[src/rtl/wdg_multi_top.sv]
// Multi-channel two-stage watchdog with a pipelined Wishbone slave port.
// Each channel raises a stage-1 warning, then a stage-2 fault, unless kicked with key 0xA5.
module wdg_multi_top #(
  parameter int unsigned NUM_CH        = 2,
  parameter int unsigned CNT_W         = 10,
  parameter int unsigned ADDR_W        = 4,
  parameter int unsigned EXT_TICK      = 0,
  parameter int unsigned TICK_BIT      = 2,
  parameter int unsigned WB_DATA_WIDTH = 32
) (
  input  logic                     clk,
  input  logic                     res,
  input  logic                     i_tick,
  input  logic                     i_wb_cyc,
  input  logic                     i_wb_stb,
  input  logic                     i_wb_we,
  input  logic [ADDR_W-1:0]        i_wb_adr,
  input  logic [WB_DATA_WIDTH-1:0] i_wb_dat,
  input  logic [3:0]               i_wb_sel,
  output logic                     o_wb_stall,
  output logic                     o_wb_ack,
  output logic                     o_wb_err,
  output logic                     o_wb_rty,
  output logic [WB_DATA_WIDTH-1:0] o_wb_dat,
  output logic [NUM_CH-1:0]        o_irq1,
  output logic [NUM_CH-1:0]        o_irq2
);

  localparam int unsigned CH_W = ADDR_W - 3;

  typedef enum logic [1:0] {StDis, St1, St2} state_e;

  logic                     w_tick;
  logic                     w_acc;
  logic [CH_W-1:0]          w_ch;
  logic                     w_ch_ok;
  logic [WB_DATA_WIDTH-1:0] w_rd;
  logic [WB_DATA_WIDTH-1:0] w_csr_rd [NUM_CH];
  logic [WB_DATA_WIDTH-1:0] w_cnt_rd [NUM_CH];
  logic [NUM_CH-1:0]        w_irq1;
  logic [NUM_CH-1:0]        w_irq2;
  logic                     w_unused;

  logic                     r_ack;
  logic                     r_err;
  logic [WB_DATA_WIDTH-1:0] r_dat;

  assign w_acc   = i_wb_cyc & i_wb_stb;
  assign w_ch    = i_wb_adr[ADDR_W-1:3];
  assign w_ch_ok = (32'(w_ch) < NUM_CH);
  assign w_unused = ^{i_wb_adr[1:0], i_tick};

  // Shared tick source for every channel.
  if (EXT_TICK != 0) begin : gen_ext_tick
    assign w_tick = i_tick;
  end else if (TICK_BIT == 0) begin : gen_clk_tick
    assign w_tick = 1'b1;
  end else begin : gen_pre_tick
    logic [TICK_BIT-1:0] r_pre;
    always_ff @(posedge clk) begin
      if (res) begin
        r_pre <= '0;
      end else begin
        r_pre <= r_pre + TICK_BIT'(1);
      end
    end
    assign w_tick = &r_pre;
  end

  for (genvar gi = 0; gi < NUM_CH; gi++) begin : gen_ch
    state_e                   r_state;
    logic [CNT_W-1:0]         r_cnt;
    logic [CNT_W-1:0]         r_wto;
    logic                     r_win;
    logic                     r_irq1;
    logic                     r_irq2;
    logic                     w_hit;
    logic                     w_csr_wr;
    logic                     w_kick;
    logic                     w_fault;
    logic [CNT_W-1:0]         w_lim;
    logic [WB_DATA_WIDTH-1:0] w_csr;
    logic [WB_DATA_WIDTH-1:0] w_csr_new;

    assign w_hit    = w_acc & w_ch_ok & (w_ch == CH_W'(gi));
    assign w_csr_wr = w_hit & i_wb_we & ~i_wb_adr[2];
    assign w_kick   = w_hit & i_wb_we & i_wb_adr[2] & i_wb_sel[0] & (i_wb_dat[7:0] == 8'hA5);
    assign w_fault  = (r_state == St1) & r_win & (r_cnt < (r_wto >> 1));

    assign w_csr = {{(WB_DATA_WIDTH-4-CNT_W){1'b0}}, r_wto, r_irq2, r_irq1, r_win,
                    (r_state != StDis)};

    always_comb begin
      w_csr_new = w_csr;
      for (int b = 0; b < 4; b++) begin
        if (i_wb_sel[b]) begin
          w_csr_new[8*b +: 8] = i_wb_dat[8*b +: 8];
        end
      end
    end

    // A new WTOCNT written this cycle already governs a coincident tick.
    assign w_lim = w_csr_wr ? w_csr_new[CNT_W+3:4] : r_wto;

    always_ff @(posedge clk) begin
      if (res) begin
        r_state <= StDis;
        r_cnt   <= '0;
        r_wto   <= '0;
        r_win   <= 1'b0;
        r_irq1  <= 1'b0;
        r_irq2  <= 1'b0;
      end else begin
        if (w_csr_wr) begin
          r_win <= w_csr_new[1];
          r_wto <= w_csr_new[CNT_W+3:4];
        end
        if (w_csr_wr && !w_csr_new[0]) begin
          r_state <= StDis;
          r_cnt   <= '0;
          r_irq1  <= 1'b0;
          r_irq2  <= 1'b0;
        end else if (w_csr_wr && (r_state == StDis)) begin
          r_state <= St1;
          r_cnt   <= '0;
        end else if (w_kick && (r_state != StDis)) begin
          r_state <= St1;
          r_cnt   <= '0;
          r_irq1  <= 1'b0;
          if (w_fault) begin
            r_irq2 <= 1'b1;
          end
        end else if (w_tick) begin
          unique case (r_state)
            StDis: r_cnt <= '0;
            St1: begin
              if (r_cnt >= w_lim) begin
                r_cnt   <= '0;
                r_irq1  <= 1'b1;
                r_state <= St2;
              end else begin
                r_cnt <= r_cnt + CNT_W'(1);
              end
            end
            St2: begin
              if (r_cnt >= w_lim) begin
                r_irq2 <= 1'b1;
              end else begin
                r_cnt <= r_cnt + CNT_W'(1);
              end
            end
            default: r_state <= StDis;
          endcase
        end
      end
    end

    assign w_csr_rd[gi] = w_csr;
    assign w_cnt_rd[gi] = {(r_state == St2), {(WB_DATA_WIDTH-1-CNT_W){1'b0}}, r_cnt};
    assign w_irq1[gi]   = r_irq1;
    assign w_irq2[gi]   = r_irq2;
  end

  always_comb begin
    w_rd = '0;
    for (int i = 0; i < NUM_CH; i++) begin
      if (w_ch == CH_W'(i)) begin
        w_rd = i_wb_adr[2] ? w_cnt_rd[i] : w_csr_rd[i];
      end
    end
  end

  // Read data is captured before the same request's write lands.
  always_ff @(posedge clk) begin
    if (res) begin
      r_ack <= 1'b0;
      r_err <= 1'b0;
      r_dat <= '0;
    end else begin
      r_ack <= w_acc & w_ch_ok;
      r_err <= w_acc & ~w_ch_ok;
      if (w_acc) begin
        r_dat <= w_ch_ok ? w_rd : '0;
      end
    end
  end

  assign o_wb_stall = 1'b0;
  assign o_wb_rty   = 1'b0;
  assign o_wb_ack   = r_ack;
  assign o_wb_err   = r_err;
  assign o_wb_dat   = r_dat;
  assign o_irq1     = w_irq1;
  assign o_irq2     = w_irq2;

endmodule

[config.mk]
export PLATFORM = sky130hd
export DESIGN_NAME = wdg_multi_top
export DESIGN_NICKNAME = d
export VERILOG_FILES = /design/src/rtl/wdg_multi_top.sv
export SDC_FILE = /design/constraint.sdc
export NUM_CORES = 1
export LEC_CHECK = 0
export CORE_AREA = 2 2 92 94
export CTS_CLUSTER_DIAMETER = 120
export CTS_CLUSTER_SIZE = 40
export DETAILED_ROUTE_END_ITERATION = 10
export DIE_AREA = 0 0 94 96
export GPL_TIMING_DRIVEN = 0
export PLACE_DENSITY = 0.82
export SETUP_SLACK_MARGIN = 0.2
export SLEW_MARGIN = 20
export SYNTH_ARGS = -nofsm -noshare
export SYNTH_HDL_FRONTEND = slang
export SYNTH_SLANG_ARGS = --single-unit
[constraint.sdc]
create_clock -name clk -period 10.4 [get_ports clk]
set_input_delay 1.04 -clock clk [delete_from_list [all_inputs] [get_ports clk]]
set_output_delay 1.04 -clock clk [all_outputs]
set_load 0.01 [all_outputs]
==> impl_metrics.json <==
{
  "dpl.hpwl_um": 9070,
  "cts_hold_buf": 0,
  "rsz0062_at_grt": "false",
  "insertedDiodeCount": 0,
  "instances_no_fill": 699,
  "ys.flop_type": "dfxtp_1",
  "crit_path_max_fanout": 10,
  "grt_overflow": 0,
  "postCtsSetupRepairBufs": 0,
  "grt_pass1_wl_um": 18600,
  "wl_per_cell_um": 16.7,
  "synthArstFlopShare_pct": 0,
  "antenna_left": 0,
  "maxCapViolations": 0,
  "hold_depth": 1,
  "h-tree-depth": 3,
  "design_area_mm2": 0.00525,
  "cts.path.max_buffers": 2,
  "rows": 33,
  "ir_drop_v": 0.0000567,
  "cts.sinks": 68,
  "gp_congestion": 0.912,
  "ff2ff_path_depth": 8,
  "final_common_cell": "dfxtp_1",
  "io_pins": 86,
  "power.leakage_nw": 2.08,
  "die_h_um": 96,
  "synth_area_mm2": 0.00448,
  "port-buffer-count": 40,
  "die-width_um": 94,
  "die_area_mm2": 0.00902,
  "drt_iter0_markers": 313,
  "final_util_pct": 65.2,
  "drc": 0,
  "clk_latency_ns": 0.36,
  "fmax_mhz": 207,
  "outcome": "complete, no violations",
  "start_util_pct": 55.6,
  "cts_tree": "built",
  "vias": 4123,
  "cts-resized-gates": 0,
  "startpoint_type": "input pin",
  "via_per_inst": 5.90,
  "ys_types": 55,
  "skew_ns": 0.00527,
  "worstMarginPinSlew_ns": 0.894,
  "critPathCaptureType": "flip-flop",
  "r2r_setup_slack_ns": 7.55,
  "grt_pass1_vias": 3846,
  "layout-drive-gt1-share_pct": 10.6,
  "hold_end": "gen_pre_tick.r_pre[0]$_SDFF_PP0_",
  "synth_seq_cells": 68,
  "ys_seq_area_share_pct": 30.4,
  "setup_viol_count_final": 0,
  "fin_setup_tns_ns": 0,
  "final_cell_mix": "dfxtp_1 (68), ha_1 (49), nand2_1 (48)",
  "place_area_mm2": 0.00509,
  "syn_inst": 521,
  "numCtsBuffers": 9,
  "power_w": 0.000511,
  "fin_crit_sh_pct": 46.4,
  "grt_start_max_net_pins": 11,
  "synth.avg_cell_area_um2": 8.60,
  "core_mm2": 0.00805,
  "antenna_found_initial": 0,
  "cts_root_buf": "clkbuf_8",
  "synth_edf_count": 0,
  "worstPathArrival_ns": 5.11,
  "routed_wl_um": 11700,
  "grt_use_total_pct": 27.0,
  "place_inst": 685,
  "clkTransAtPathRegs_ns": 0.07,
  "regToRegEndpoint": "gen_ch[1].r_cnt[8]$_SDFFE_PP0P_",
  "hold_viol": 0,
  "hold_class": "reg2reg",
  "min_period_ns": 4.82,
  "synth_warnings": 0,
  "max-slew-margin-rel_pct": 40.1,
  "syn_to_final_growth_pct": 17.2,
  "crit_type": "in2reg",
  "powerDensity_mw_per_mm2": 97.3,
  "cp.required_ns": 10.69,
  "nets": 686,
  "nFillCells": 677,
  "worstHoldStart": "gen_pre_tick.r_pre[0]$_SDFF_PP0_",
  "r2r-start": "gen_ch[1].r_wto[0]$_SDFF_PP0_",
  "dr.pass1.iters": 5,
  "drv_slew": 0
}
## synth_stat cells, types with 2 or more instances
master	count	area, µm²
nand2_1	48	180
a31oi_1	4	25.0
nand4b_1	7	61.3
and2_1	9	56.3
nand2b_1	7	43.8
nand3_1	18	90.1
or4b_2	2	20.0
or2_2	3	18.8
mux2_2	3	33.8
clkbuf_1	14	52.6
a22oi_1	4	30.0
or3_1	7	43.8
and4b_1	2	20.0
buf_1	3	11.3
buf_4	24	180
nor2b_1	10	62.6
a211o_1	2	17.5
and4_1	2	17.5
nand4_1	5	31.3
o211ai_1	3	22.5
mux4_2	10	225
mux2i_1	20	200
o31ai_1	4	30.0
nor3_1	6	30.0
o211a_1	2	20.0
a21o_1	11	82.6
o21ai_0	30	150
inv_1	31	116
a31o_2	2	17.5
nor2_1	39	146
o21a_1	4	30.0
dfxtp_1	68	1360
a211oi_1	3	22.5
a21oi_1	45	225
ha_1	49	613
## layout make-up
type                            instances  area [µm²]  share of cell area (%)
Buffer                                 42         249                    4.74
Clock buffer                           12         145                    2.76
Clock inverter                          2        12.5                   0.238
Inverter                               31         116                    2.22
Multi-Input combinational cell        399        2830                    54.0
Sequential cell                        68        1360                    25.9
Tap cell                              105         131                    2.50
Timing Repair Buffer                   40         400                    7.63
## worst max path at each step
stage	startpoint	endpoint	slack (ns)	cells past startpoint
detailed placement	i_wb_stb	gen_ch[1].r_cnt[8]$_SDFFE_PP0P_	5.16	11
global route	i_wb_cyc	gen_ch[0].r_cnt[7]$_SDFFE_PP0P_	5.35	13
CTS	i_wb_stb	gen_ch[1].r_cnt[8]$_SDFFE_PP0P_	5.50	11
finish	i_wb_stb	gen_ch[0].r_cnt[7]$_SDFFE_PP0P_	5.58	13
floorplan	i_wb_adr[2]	gen_ch[0].r_cnt[0]$_SDFFE_PP0P_	6.28	12
global placement	i_wb_stb	gen_ch[0].r_cnt[8]$_SDFFE_PP0P_	5.02	13
## power breakdown
group,switching [W],internal (W),total [W],leakage [nW]
Clock,0.000101,0.0000902,0.000191,0.0783
Combinational,0.0000319,0.0000242,0.0000562,1.45
Sequential,0.00000128,0.000262,0.000264,0.549
## through the flow
step / worst slack, ns / hold slack, ns
finish: 5.58 / 0.421
global placement: 5.02 / 0.401
global route: 5.35 / 0.444
detailed placement: 5.16 / 0.414
floorplan: 6.28 / 0.390
CTS: 5.50 / 0.427
## sequential cells by signal, indices dropped and copies added, names as in the netlist
signal,flops
o_wb_ack,1
gen_ch.r_state,4
gen_pre_tick.r_pre,2
o_wb_dat,15
gen_ch.r_cnt,20
gen_ch.r_win,2
gen_ch.r_wto,20
gen_ch.r_irq2,2
gen_ch.r_irq1,2
## layer usage
metal / wire length [µm] / track usage (%) / vias up
met5: 0 / 0 / -
met3: 902 / 4.15 / 32
met4: 395 / 13.6 / 0
met2: 5370 / 44.2 / 186
met1: 5010 / 34.7 / 1932
li1: - / - / 1973
## cells by family after synthesis
kind of cell	Yosys count	share of synthesized area, %
AOI/OAI and AO/OA	125	17.5
adders and majority gates	49	13.7
buffers and inverters	73	8.16
DFF	68	30.4
muxes	33	10.3
other	1	0.0837
and+or+nand+nor	172	19.9
## critical path, cell delays in order
cell             delay (ns)
clkdlybuf4s50_1        0.54
nand3_1                0.17
nor3_1                 0.49
and2_1                 0.21
clkbuf_1               0.35
mux2i_1                0.34
ha_1                   0.30
o21a_1                 0.17
a21oi_1                0.13
o21ai_0                0.25
a31oi_1                0.76
nand4b_1               0.17
a21oi_1                0.17
(Power assumes the default switching activity.)
